==> config.mk <==
export PLATFORM = sky130hd
export DESIGN_NAME = game_level_sequencer_flat
export DESIGN_NICKNAME = d
export VERILOG_FILES = /design/src/rtl/game_level_sequencer_if.sv /design/src/rtl/game_level_sequencer.sv /design/src/flat_wrapper.sv
export SDC_FILE = /design/constraint.sdc
export NUM_CORES = 1
export LEC_CHECK = 0
export ABC_AREA = 1
export BUFFER_PORTS_ARGS = -buffer_cell sky130_fd_sc_hd__buf_4
export CORE_MARGIN = 4
export CORE_UTILIZATION = 28
export DETAILED_ROUTE_END_ITERATION = 8
export PLACE_DENSITY_LB_ADDON = 0.15
export SLEW_MARGIN = 20
export SYNTH_ARGS = -nofsm -noshare
export SYNTH_HDL_FRONTEND = slang
export SYNTH_SLANG_ARGS = --single-unit
==> constraint.sdc <==
create_clock -name clk -period 1.95 [get_ports clk]
set_clock_uncertainty 0.05 [all_clocks]
set_input_delay 0.195 -clock clk [delete_from_list [all_inputs] [get_ports clk]]
set_output_delay 0.195 -clock clk [all_outputs]
set_load 0.02 [all_outputs]
==> src/rtl/game_level_sequencer_if.sv <==
// Bundle between the game-flow sequencer, the collision/renderer side and the motion datapath.
interface game_level_sequencer_if;
    logic       tick;
    logic       start;
    logic       hit_lava;
    logic       hit_exit;
    logic       hit_ckpt;
    logic [9:0] xpos;
    logic [9:0] ypos;
    logic [2:0] level;
    logic [2:0] lives;
    logic       freeze;
    logic       load_spawn;
    logic [9:0] spawn_x;
    logic [9:0] spawn_y;
    logic [5:0] sink_ofs;
    logic       win;
    logic       game_over;

    modport master (
        output tick, start, hit_lava, hit_exit, hit_ckpt, xpos, ypos,
        input  level, lives, freeze, load_spawn, spawn_x, spawn_y, sink_ofs, win, game_over
    );

    modport slave (
        input  tick, start, hit_lava, hit_exit, hit_ckpt, xpos, ypos,
        output level, lives, freeze, load_spawn, spawn_x, spawn_y, sink_ofs, win, game_over
    );
endinterface

==> src/rtl/game_level_sequencer.sv <==
// Game-flow controller: level, lives, spawn point and motion freeze.
// Optional CHECKPOINT_EN: checkpoint tiles capture the respawn position.
module game_level_sequencer #(
    parameter int NUM_LEVELS   = 4,
    parameter int LIVES        = 3,
    parameter int SPAWN_X      = 304,
    parameter int SPAWN_Y      = 220,
    parameter int DEATH_FRAMES = 32,
    parameter int TRANS_FRAMES = 16
) (
    input  logic                   clk,
    input  logic                   rst,
    game_level_sequencer_if.slave  bus
);

    localparam logic [2:0] LP_LAST_LVL   = 3'(NUM_LEVELS - 1);
    localparam logic [2:0] LP_LIVES      = 3'(LIVES);
    localparam logic [9:0] LP_SPAWN_X    = 10'(SPAWN_X);
    localparam logic [9:0] LP_SPAWN_Y    = 10'(SPAWN_Y);
    localparam logic [5:0] LP_DEATH_LAST = 6'(DEATH_FRAMES - 1);
    localparam logic [5:0] LP_TRANS_LAST = 6'(TRANS_FRAMES - 1);

    typedef enum logic [6:0] {
        ST_IDLE    = 7'b0000001,
        ST_RESPAWN = 7'b0000010,
        ST_PLAY    = 7'b0000100,
        ST_DYING   = 7'b0001000,
        ST_ADVANCE = 7'b0010000,
        ST_WIN     = 7'b0100000,
        ST_OVER    = 7'b1000000
    } state_t;

    state_t     r_state;
    logic [2:0] r_level;
    logic [2:0] r_lives;
    logic [9:0] r_spawn_x;
    logic [9:0] r_spawn_y;
    logic [5:0] r_cnt;

    state_t     w_state_nxt;
    logic [2:0] w_level_nxt;
    logic [2:0] w_lives_nxt;
    logic [9:0] w_spawn_x_nxt;
    logic [9:0] w_spawn_y_nxt;
    logic [5:0] w_cnt_nxt;

    always_ff @(posedge clk or posedge rst) begin
        if (rst) begin
            r_state   <= ST_IDLE;
            r_level   <= '0;
            r_lives   <= LP_LIVES;
            r_spawn_x <= LP_SPAWN_X;
            r_spawn_y <= LP_SPAWN_Y;
            r_cnt     <= '0;
        end else begin
            r_state   <= w_state_nxt;
            r_level   <= w_level_nxt;
            r_lives   <= w_lives_nxt;
            r_spawn_x <= w_spawn_x_nxt;
            r_spawn_y <= w_spawn_y_nxt;
            r_cnt     <= w_cnt_nxt;
        end
    end

    always_comb begin
        w_state_nxt   = r_state;
        w_level_nxt   = r_level;
        w_lives_nxt   = r_lives;
        w_spawn_x_nxt = r_spawn_x;
        w_spawn_y_nxt = r_spawn_y;
        w_cnt_nxt     = r_cnt;
        case (r_state)
            ST_IDLE, ST_WIN, ST_OVER: begin
                if (bus.start) begin
                    w_state_nxt   = ST_RESPAWN;
                    w_level_nxt   = '0;
                    w_lives_nxt   = LP_LIVES;
                    w_spawn_x_nxt = LP_SPAWN_X;
                    w_spawn_y_nxt = LP_SPAWN_Y;
                    w_cnt_nxt     = '0;
                end
            end
            ST_RESPAWN: w_state_nxt = ST_PLAY;
            ST_PLAY: begin
                // Counter restarts on entry, so a tick coinciding with the hit is not counted.
                w_cnt_nxt = '0;
                if (bus.hit_exit) begin
                    w_state_nxt = (r_level == LP_LAST_LVL) ? ST_WIN : ST_ADVANCE;
                end else if (bus.hit_lava) begin
                    w_state_nxt = ST_DYING;
                    if (r_lives != 3'd0) w_lives_nxt = r_lives - 3'd1;
                end
`ifdef CHECKPOINT_EN
                else if (bus.hit_ckpt) begin
                    w_spawn_x_nxt = bus.xpos;
                    w_spawn_y_nxt = bus.ypos;
                end
`endif
            end
            ST_DYING: begin
                if (bus.tick) begin
                    if (r_cnt == LP_DEATH_LAST) begin
                        w_cnt_nxt   = '0;
                        w_state_nxt = (r_lives == 3'd0) ? ST_OVER : ST_RESPAWN;
                    end else begin
                        w_cnt_nxt = r_cnt + 6'd1;
                    end
                end
            end
            ST_ADVANCE: begin
                if (bus.tick) begin
                    if (r_cnt == LP_TRANS_LAST) begin
                        // New level always starts from the default spawn; any checkpoint is dropped.
                        w_cnt_nxt     = '0;
                        w_level_nxt   = r_level + 3'd1;
                        w_spawn_x_nxt = LP_SPAWN_X;
                        w_spawn_y_nxt = LP_SPAWN_Y;
                        w_state_nxt   = ST_RESPAWN;
                    end else begin
                        w_cnt_nxt = r_cnt + 6'd1;
                    end
                end
            end
            default: begin
                w_state_nxt = ST_IDLE;
                w_cnt_nxt   = '0;
            end
        endcase
    end

    assign bus.level      = r_level;
    assign bus.lives      = r_lives;
    assign bus.freeze     = (r_state != ST_PLAY);
    assign bus.load_spawn = (r_state == ST_RESPAWN);
    assign bus.spawn_x    = r_spawn_x;
    assign bus.spawn_y    = r_spawn_y;
    assign bus.sink_ofs   = (r_state == ST_DYING) ? r_cnt : 6'd0;
    assign bus.win        = (r_state == ST_WIN);
    assign bus.game_over  = (r_state == ST_OVER);

endmodule
==> src/flat_wrapper.sv <==
// flat-port wrapper written by rule: the top's interface ports become plain ports
module game_level_sequencer_flat 
#(
    parameter int NUM_LEVELS   = 4,
    parameter int LIVES        = 3,
    parameter int SPAWN_X      = 304,
    parameter int SPAWN_Y      = 220,
    parameter int DEATH_FRAMES = 32,
    parameter int TRANS_FRAMES = 16
)
  (clk, rst, bus_tick, bus_start, bus_hit_lava, bus_hit_exit, bus_hit_ckpt, bus_xpos, bus_ypos, bus_level, bus_lives, bus_freeze, bus_load_spawn, bus_spawn_x, bus_spawn_y, bus_sink_ofs, bus_win, bus_game_over);
  game_level_sequencer_if bus_i ();
  input  logic clk;
  input  logic rst;
  input wire logic [$bits(bus_i.tick)-1:0] bus_tick;
  input wire logic [$bits(bus_i.start)-1:0] bus_start;
  input wire logic [$bits(bus_i.hit_lava)-1:0] bus_hit_lava;
  input wire logic [$bits(bus_i.hit_exit)-1:0] bus_hit_exit;
  input wire logic [$bits(bus_i.hit_ckpt)-1:0] bus_hit_ckpt;
  input wire logic [$bits(bus_i.xpos)-1:0] bus_xpos;
  input wire logic [$bits(bus_i.ypos)-1:0] bus_ypos;
  output wire logic [$bits(bus_i.level)-1:0] bus_level;
  output wire logic [$bits(bus_i.lives)-1:0] bus_lives;
  output wire logic [$bits(bus_i.freeze)-1:0] bus_freeze;
  output wire logic [$bits(bus_i.load_spawn)-1:0] bus_load_spawn;
  output wire logic [$bits(bus_i.spawn_x)-1:0] bus_spawn_x;
  output wire logic [$bits(bus_i.spawn_y)-1:0] bus_spawn_y;
  output wire logic [$bits(bus_i.sink_ofs)-1:0] bus_sink_ofs;
  output wire logic [$bits(bus_i.win)-1:0] bus_win;
  output wire logic [$bits(bus_i.game_over)-1:0] bus_game_over;
  assign bus_i.tick = bus_tick;
  assign bus_i.start = bus_start;
  assign bus_i.hit_lava = bus_hit_lava;
  assign bus_i.hit_exit = bus_hit_exit;
  assign bus_i.hit_ckpt = bus_hit_ckpt;
  assign bus_i.xpos = bus_xpos;
  assign bus_i.ypos = bus_ypos;
  assign bus_level = bus_i.level;
  assign bus_lives = bus_i.lives;
  assign bus_freeze = bus_i.freeze;
  assign bus_load_spawn = bus_i.load_spawn;
  assign bus_spawn_x = bus_i.spawn_x;
  assign bus_spawn_y = bus_i.spawn_y;
  assign bus_sink_ofs = bus_i.sink_ofs;
  assign bus_win = bus_i.win;
  assign bus_game_over = bus_i.game_over;
  game_level_sequencer #(.NUM_LEVELS(NUM_LEVELS), .LIVES(LIVES), .SPAWN_X(SPAWN_X), .SPAWN_Y(SPAWN_Y), .DEATH_FRAMES(DEATH_FRAMES), .TRANS_FRAMES(TRANS_FRAMES)) u_core (.clk(clk), .rst(rst), .bus(bus_i));
endmodule
==> results.md, run 1 <==
* Status: completed
* Part of the power in the clock network at 0.181
* Yosys warnings at 0
* DR WL/cell at 11.61 um
* Min Tclk post-route at 1776 ps
* Port buffer count at 21
* Worst EP arrival at 1530 ps
* Clock Latency Late Sink at 260 ps
* CP peak stage delay at 420 ps
* # diodes at 0
* Synth area leader: dfrtp_1
* RSZ-0062 raised after global routing: false
* Worst setup SP type: register
* Hold Path Depth at 3
* # H-tree levels at 1
* Largest net degree at the start of global routing at 20
* Sw Share at 0.4628
* Internal at 861.3 uW
* MaxCap Viol Count at 0
* Synth Area in Adders at 0.03765
* Commonest non-fill, non-tap cells in the layout: nand2_1, nor2_1, inv_1, buf_4, nand3_1
* Yosys cell types at 25
* Sequential Power Share at 0.328
* First-pass GRT wire length at 6.506 mm
* Vias in the first global route at 1354
* Period utilization at 0.9110
* Worst path slowest cell: dfrtp_1
* Fillers at 623
* Worst Path Max Fanout at 6
* Iter 0 DRT Violations at 63
* Die Span X at 85.04 um
* Clock Path Buffers at 2
* Fmax at 562.9 MHz
* Sink Count at 19
* Ranking of synthesized cells by area: dfrtp_1, nand2_1, buf_4
* Io pins at 63
* Avg Inst Size Synth at 6.810 um^2
* Hpwl dp at 3.056 mm
* Site Rows at 27
* Hold Crit Class: input port to register
* Final core occ at 0.3378
* Reg2Reg Depth at 10
* Mux contribution to synthesized area at 0
* Number of synthesized register bits at 19
* Routability-driven placement congestion ratio at 0.7926
* DRT Wirelength at 3.983 mm
* CORE AREA at 5642 um^2
* Post-synthesis compound-gate area fraction at 0.01054
* Post-Syn Area at 1662 um^2
* Max VDD drop at 0.0003575 V
* Initial Utilization at 0.2945
* Leakage Power at 1.119 nW
* Post-Synth Simple-Gate Area at 0.4714
* Max Slew Vio Count at 0
* CTS tree: built
* Total CTS buffers at 3
* Root Buffer: clkbuf_8
* Nets at 304
* Switching power total at 742.1 uW
* Height of the die at 85.04 um
* Tot GR Track Use at 0.1104
* Initial antenna violation count at 0
* Main combinational cell family by area after synthesis: simple AND/OR/NAND/NOR gates
* Layout cells sized above 1 at 0.2251
* Reg clk slew, reported paths at 80 ps
* Critical path class: register to primary output
* Tot Pwr at 1.603 mW
* Area share of xor/xnor cells in the synthesized design at 0.01054
* Setup TNS at 0 ps
* Pwr dens at 841.4 nW/um^2
* Worst Path Required at 1700 ps
* Seq/Total Area, Yosys at 0.2884
* Drc violations at 0
* Synth Instances at 244
* Finish-stage setup viols at 0
* Synth top area share at 0.2410
* CP Cell Sequence: inv_2, nand2_1, nor2_2, nand3_1, inv_1, buf_4
* Vias post-DR at 1472
* Final Hold Vio Count at 0
* Die area at 7231 um^2
* Area growth from synthesis to layout at 14.68%
* Routed Antenna Nets at 0
* Total gr overflow at 0
* Commonest non-fill, non-tap cell in the layout: nand2_1
* Via density at 4.292
* DRT Pass-1 Iters at 4
* Critical Path Sink Type: primary output
* Power share of the combinational group at 0.491
## power by group through the flow
stage | clock network [mW] | registers [mW] | logic, mW
6_report | 0.290 | 0.526 | 0.788
5_1_grt | 0.322 | 0.536 | 0.883
4_1_cts | 0.307 | 0.526 | 0.792
3_5_place_dp | 0 | 0.534 | 0.786
3_3_place_gp | 0 | 0.533 | 0.797
2_1_floorplan | 0 | 0.547 | 0.628
## path summary, 6_finish.rpt
| check | from | to | slack (ps) |
|---|---|---|---|
| max | u_core.r_state[5] | bus_load_spawn | 170 |
| min | bus_hit_exit | u_core.r_state[5] | 140 |
| max reg2reg | u_core.r_cnt[1] | u_core.r_state[4] | 200 |
| min reg2reg | u_core.bus.lives[1] | u_core.bus.lives[1] | 430 |
| max in group asynchronous | rst | u_core.r_state[0] | 1120 |
| min in group asynchronous | rst | u_core.bus.level[1] | 470 |
## cells by family (layout without fill, tap and decap cells)
logic type | after synthesis | after routing
AND/OR/NAND/NOR | 158 | 158
other | 2 | 20
AO/OA/AOI/OAI | 3 | 3
XOR/XNOR | 2 | 2
buffers and inverters | 55 | 64
adder cells (fa/ha/maj) | 5 | 5
flip-flops | 19 | 19
## cell usage after synthesis
master and n:
nand2_4 3, xor2_1 2, nor2_2 5, buf_2 1, ha_1 5, nor2_8 1, nand2_2 5, nand3_1 22
o21ai_1 1, inv_1 27, nand2_1 71, nor2_4 3, nand3_2 4, buf_6 1, conb_1 2, dfrtp_1 16
dfstp_2 3, nand4_1 14, nor2_1 27, nor3_1 2, o21a_1 1, inv_2 5, nand3_4 1, buf_4 21
a21oi_1 1
## critical path, delay by kind of cell (launching register included)
family	cells	cell delay (ps)
simple gates	3	520
buf+inv	3	330
flops	1	420
## repair_timing
action,CTS,global route
pin swaps,0,0
endpoints found under the hold margin,16,0
setup buffers,0,1
hold buffers,1,0
setup endpoints to repair,6,2
gates resized for setup,1,0
## final cells by class
type,instances,area [um^2],area share
Clock buffer,4,45.04,0.02364
Inverter,32,120.1,0.06303
Multi-Input combinational cell,188,958.4,0.5030
Sequential cell,19,479.2,0.2515
Tap cell,72,90.09,0.04728
Timing Repair Buffer,28,212.7,0.1116
## metrics by stage
stage | hold WS [ps] | instances | setup slack (ps) | cell area [um^2]
after floorplan | 93.91 | 262 | 353.9 | 1729
after global placement | 197.5 | 337 | 222.4 | 1841
after detailed placement | 198.3 | 337 | 233.4 | 1841
after CTS | 140.5 | 342 | 111.2 | 1898
after global routing | 157.9 | 343 | 31.14 | 1906
final | 143.8 | 343 | 173.5 | 1906
## registers in the layout, indices dropped and copies added, names as in the netlist
register / flops
u_core.r_state: 7
u_core.r_cnt: 6
u_core.bus.level: 3
u_core.bus.lives: 3
## metal layers
metal	vias to the layer above	track usage	share of wire
met4	0	0.04317	0.016
met3	5	0.008738	0.038
met2	38	0.1744	0.45
li1	781	-	-
met5	-	0	0
met1	648	0.1552	0.50
No activity file was read; power rests on OpenSTA's default activity.
==> inputs of run 2 (changes only) <==
- BUFFER_PORTS_ARGS: -buffer_cell sky130_fd_sc_hd__buf_4 -> -buffer_cell sky130_fd_sc_hd__buf_2
==> run 2 against run 1 <==
Effect of this change:
- sequential share of layout area grew 0.68 points
- power down 1.3%
- first-iteration DRC count rose by 41%
- combinational power shrank 2.9%
- setup slack worse by 36 ps
- via count increased by 0.68%
- count of clock-buffer cells in the layout unchanged
- non-clock buffer count stayed put
- critical path depth unchanged
- routed wire length shrank 0.23%
- die area unchanged
- final area shrank 2.6%
- critical endpoint unchanged
- largest power group unchanged
==> results.md, run 2 (synthesis gave the netlist of run 1 again) <==
* Status: completed
* Worst setup SP type: register
* Pwr dens at 853.3 nW/um^2 (+1.4%)
* Hold worst-path end: u_core.r_state[5]
* Die Span X at 85.04 um (unchanged)
* Initial antenna violation count at 0 (unchanged)
* Root Buffer: clkbuf_8
* Setup TNS at 0 ps (unchanged)
* # diodes at 0 (unchanged)
* Routed Antenna Nets at 0 (unchanged)
* CTS tree: built
* Dpl cells at 337 (unchanged)
* Final Hold Vio Count at 0 (unchanged)
* GRT met1 Usage at 0.1478 (-0.007352)
* HP Start: bus_hit_exit
* Site Rows at 27 (unchanged)
* Reg clk slew, reported paths at 80 ps (about the same)
* Met3 Usage GRT at 0.008738 (unchanged)
* Via density at 4.321 (+0.68%)
* Reg2reg end: u_core.r_cnt[4]
* DRT Wirelength at 3.974 mm (-0.23%)
* Die area at 7231 um^2 (unchanged)
* Port buffer count at 21 (unchanged)
* Critical path class: register to primary output
* Finish-stage setup viols at 0 (unchanged)
* Met2 Use GR at 0.1843 (+0.009887)
* Max Slew Vio Count at 0 (unchanged)
* Total CTS buffers at 3 (unchanged)
* Min Tclk post-route at 1812 ps (+35.98 ps)
* Reg2Reg Depth at 9 (-1)
* Period utilization at 0.9295 (+0.01845)
* Height of the die at 85.04 um (unchanged)
* Max VDD drop at 0.0004376 V (+22%)
* MaxCap Viol Count at 0 (unchanged)
* Hold Path Depth at 3 (unchanged)
* Hpwl dp at 3.107 mm (+1.7%)
* Worst Path Required at 1700 ps (about the same)
* Leakage Power at 1.113 nW (-0.54%)
* Reg2Reg Setup Slack at 250 ps (+50 ps)
* Commonest non-fill, non-tap cells in the layout: nand2_1, inv_1, nor2_1
* Grt peak-use layer: met2
* Critical Path Sink Type: primary output
* Most flops, register: u_core.r_state
* Total gr overflow at 0 (unchanged)
* Io pins at 63 (unchanged)
* First-pass GRT wire length at 6.561 mm (+0.85%)
* RSZ-0062 raised after global routing: false
* Clock Latency Late Sink at 260 ps (about the same)
* Tot GR Track Use at 0.1102 (-0.0001341)
* Sink Count at 19 (unchanged)
* Iter 0 DRT Violations at 89 (+41%)
* Largest net degree at the start of global routing at 20 (unchanged)
* Reg2Reg Launch Point: u_core.r_state[0]
* Area growth from synthesis to layout at 11.67%
* Max reg flops at 7 (unchanged)
* Clock Path Buffers at 2 (unchanged)
* Fmax at 551.7 MHz (-2.0%)
* Vias post-DR at 1482 (+0.68%)
* Largest regs: u_core.r_state (7), u_core.r_cnt (6)
* Nets at 304 (unchanged)
* Vias in the first global route at 1395 (+3.0%)
* Initial Utilization at 0.2945 (unchanged)
* Routability-driven placement congestion ratio at 0.8620 (+8.8%)
* Worst EP arrival at 1570 ps (+40 ps)
* Drc violations at 0 (unchanged)
* DR WL/cell at 11.59 um (-0.23%)
* # H-tree levels at 1 (unchanged)
* Layout cells sized above 1 at 0.2288 (+0.003690)
* DRT Pass-1 Iters at 4 (unchanged)
* CORE AREA at 5642 um^2 (unchanged)
* Worst Path Max Fanout at 6 (unchanged)
* Finished Layout Cells at 343 (unchanged)
* Commonest non-fill, non-tap cell in the layout: nand2_1
* Hold Crit Class: input port to register
-- run 2: cell count changes in the layout (fill, tap and decap cells not counted) --
| cell | before | now |
|---|---|---|
| nor2_2 | 5 | 6 |
| buf_2 | 0 | 21 |
| buf_4 | 27 | 6 |
| nor2_1 | 27 | 26 |
-- run 2: what timing repair did --
item | in CTS | in global routing
setup buffers | 0 | 1
endpoints found under the hold margin | 16 | 0
hold buffers | 1 | 0
resized for setup | 1 | 1
gates cloned | 0 | 0
endpoints found under the setup margin | 6 | 6
-- run 2: worst max-delay path by stage --
stage | startpoint | endpoint | slack, ps | depth (start not counted)
after floorplan | u_core.r_state[2] | u_core.bus.level[0] | 350 | 8
after global placement | u_core.r_state[0] | u_core.r_cnt[1] | 210 | 9
after detailed placement | u_core.r_state[5] | bus_sink_ofs[0] | 230 | 6
after CTS | u_core.r_state[5] | bus_sink_ofs[0] | 80 | 6
after global routing | u_core.r_state[6] | bus_sink_ofs[1] | 10 | 6
final | u_core.r_state[5] | bus_load_spawn | 140 | 6
-- run 2: where the power goes --
group	leakage (nW)	switching (mW)	internal, mW
Sequential	0.253	0.0567	0.469
Combinational	0.836	0.537	0.228
Clock	0.0228	0.147	0.146
Total	1.11	0.741	0.843
-- run 2: final cells by class --
class | instances | area, um^2
sequential | 19 | 479.2
inverter | 32 | 120.1
tap | 72 | 90.09
fill | 631 | 3786
clock buffer | 4 | 45.04
multi-input combinational | 188 | 960.9
timing repair buffer | 28 | 160.2
-- run 2: worst max-delay path, cell delays in order (launching register included) --
cell and delay, ps:
dfrtp_1 420, inv_2 90, nand2_1 60, nor2_2 260
nand3_1 240, inv_1 90, buf_2 160
-- run 2: through the flow --
stage	power [mW]	hold WS [ps]	cell area [um^2]	worst slack, ps	util
floorplan	1.175	93.91	1729	353.9	-
finish	1.583	160.5	1856	137.5	0.3289
CTS	1.601	157.5	1846	78.07	0.3271
detailed placement	1.303	190.9	1788	233.5	0.3169
global placement	1.311	189.2	1788	212.5	0.3169
global route	1.712	179.0	1856	14.72	0.3289
-- run 2: metal layers --
layer / vias up / share of wire
met2: 31 / 0.47
met1: 668 / 0.48
met3: 4 / 0.033
met5: - / 0
met4: 0 / 0.013
li1: 779 / -
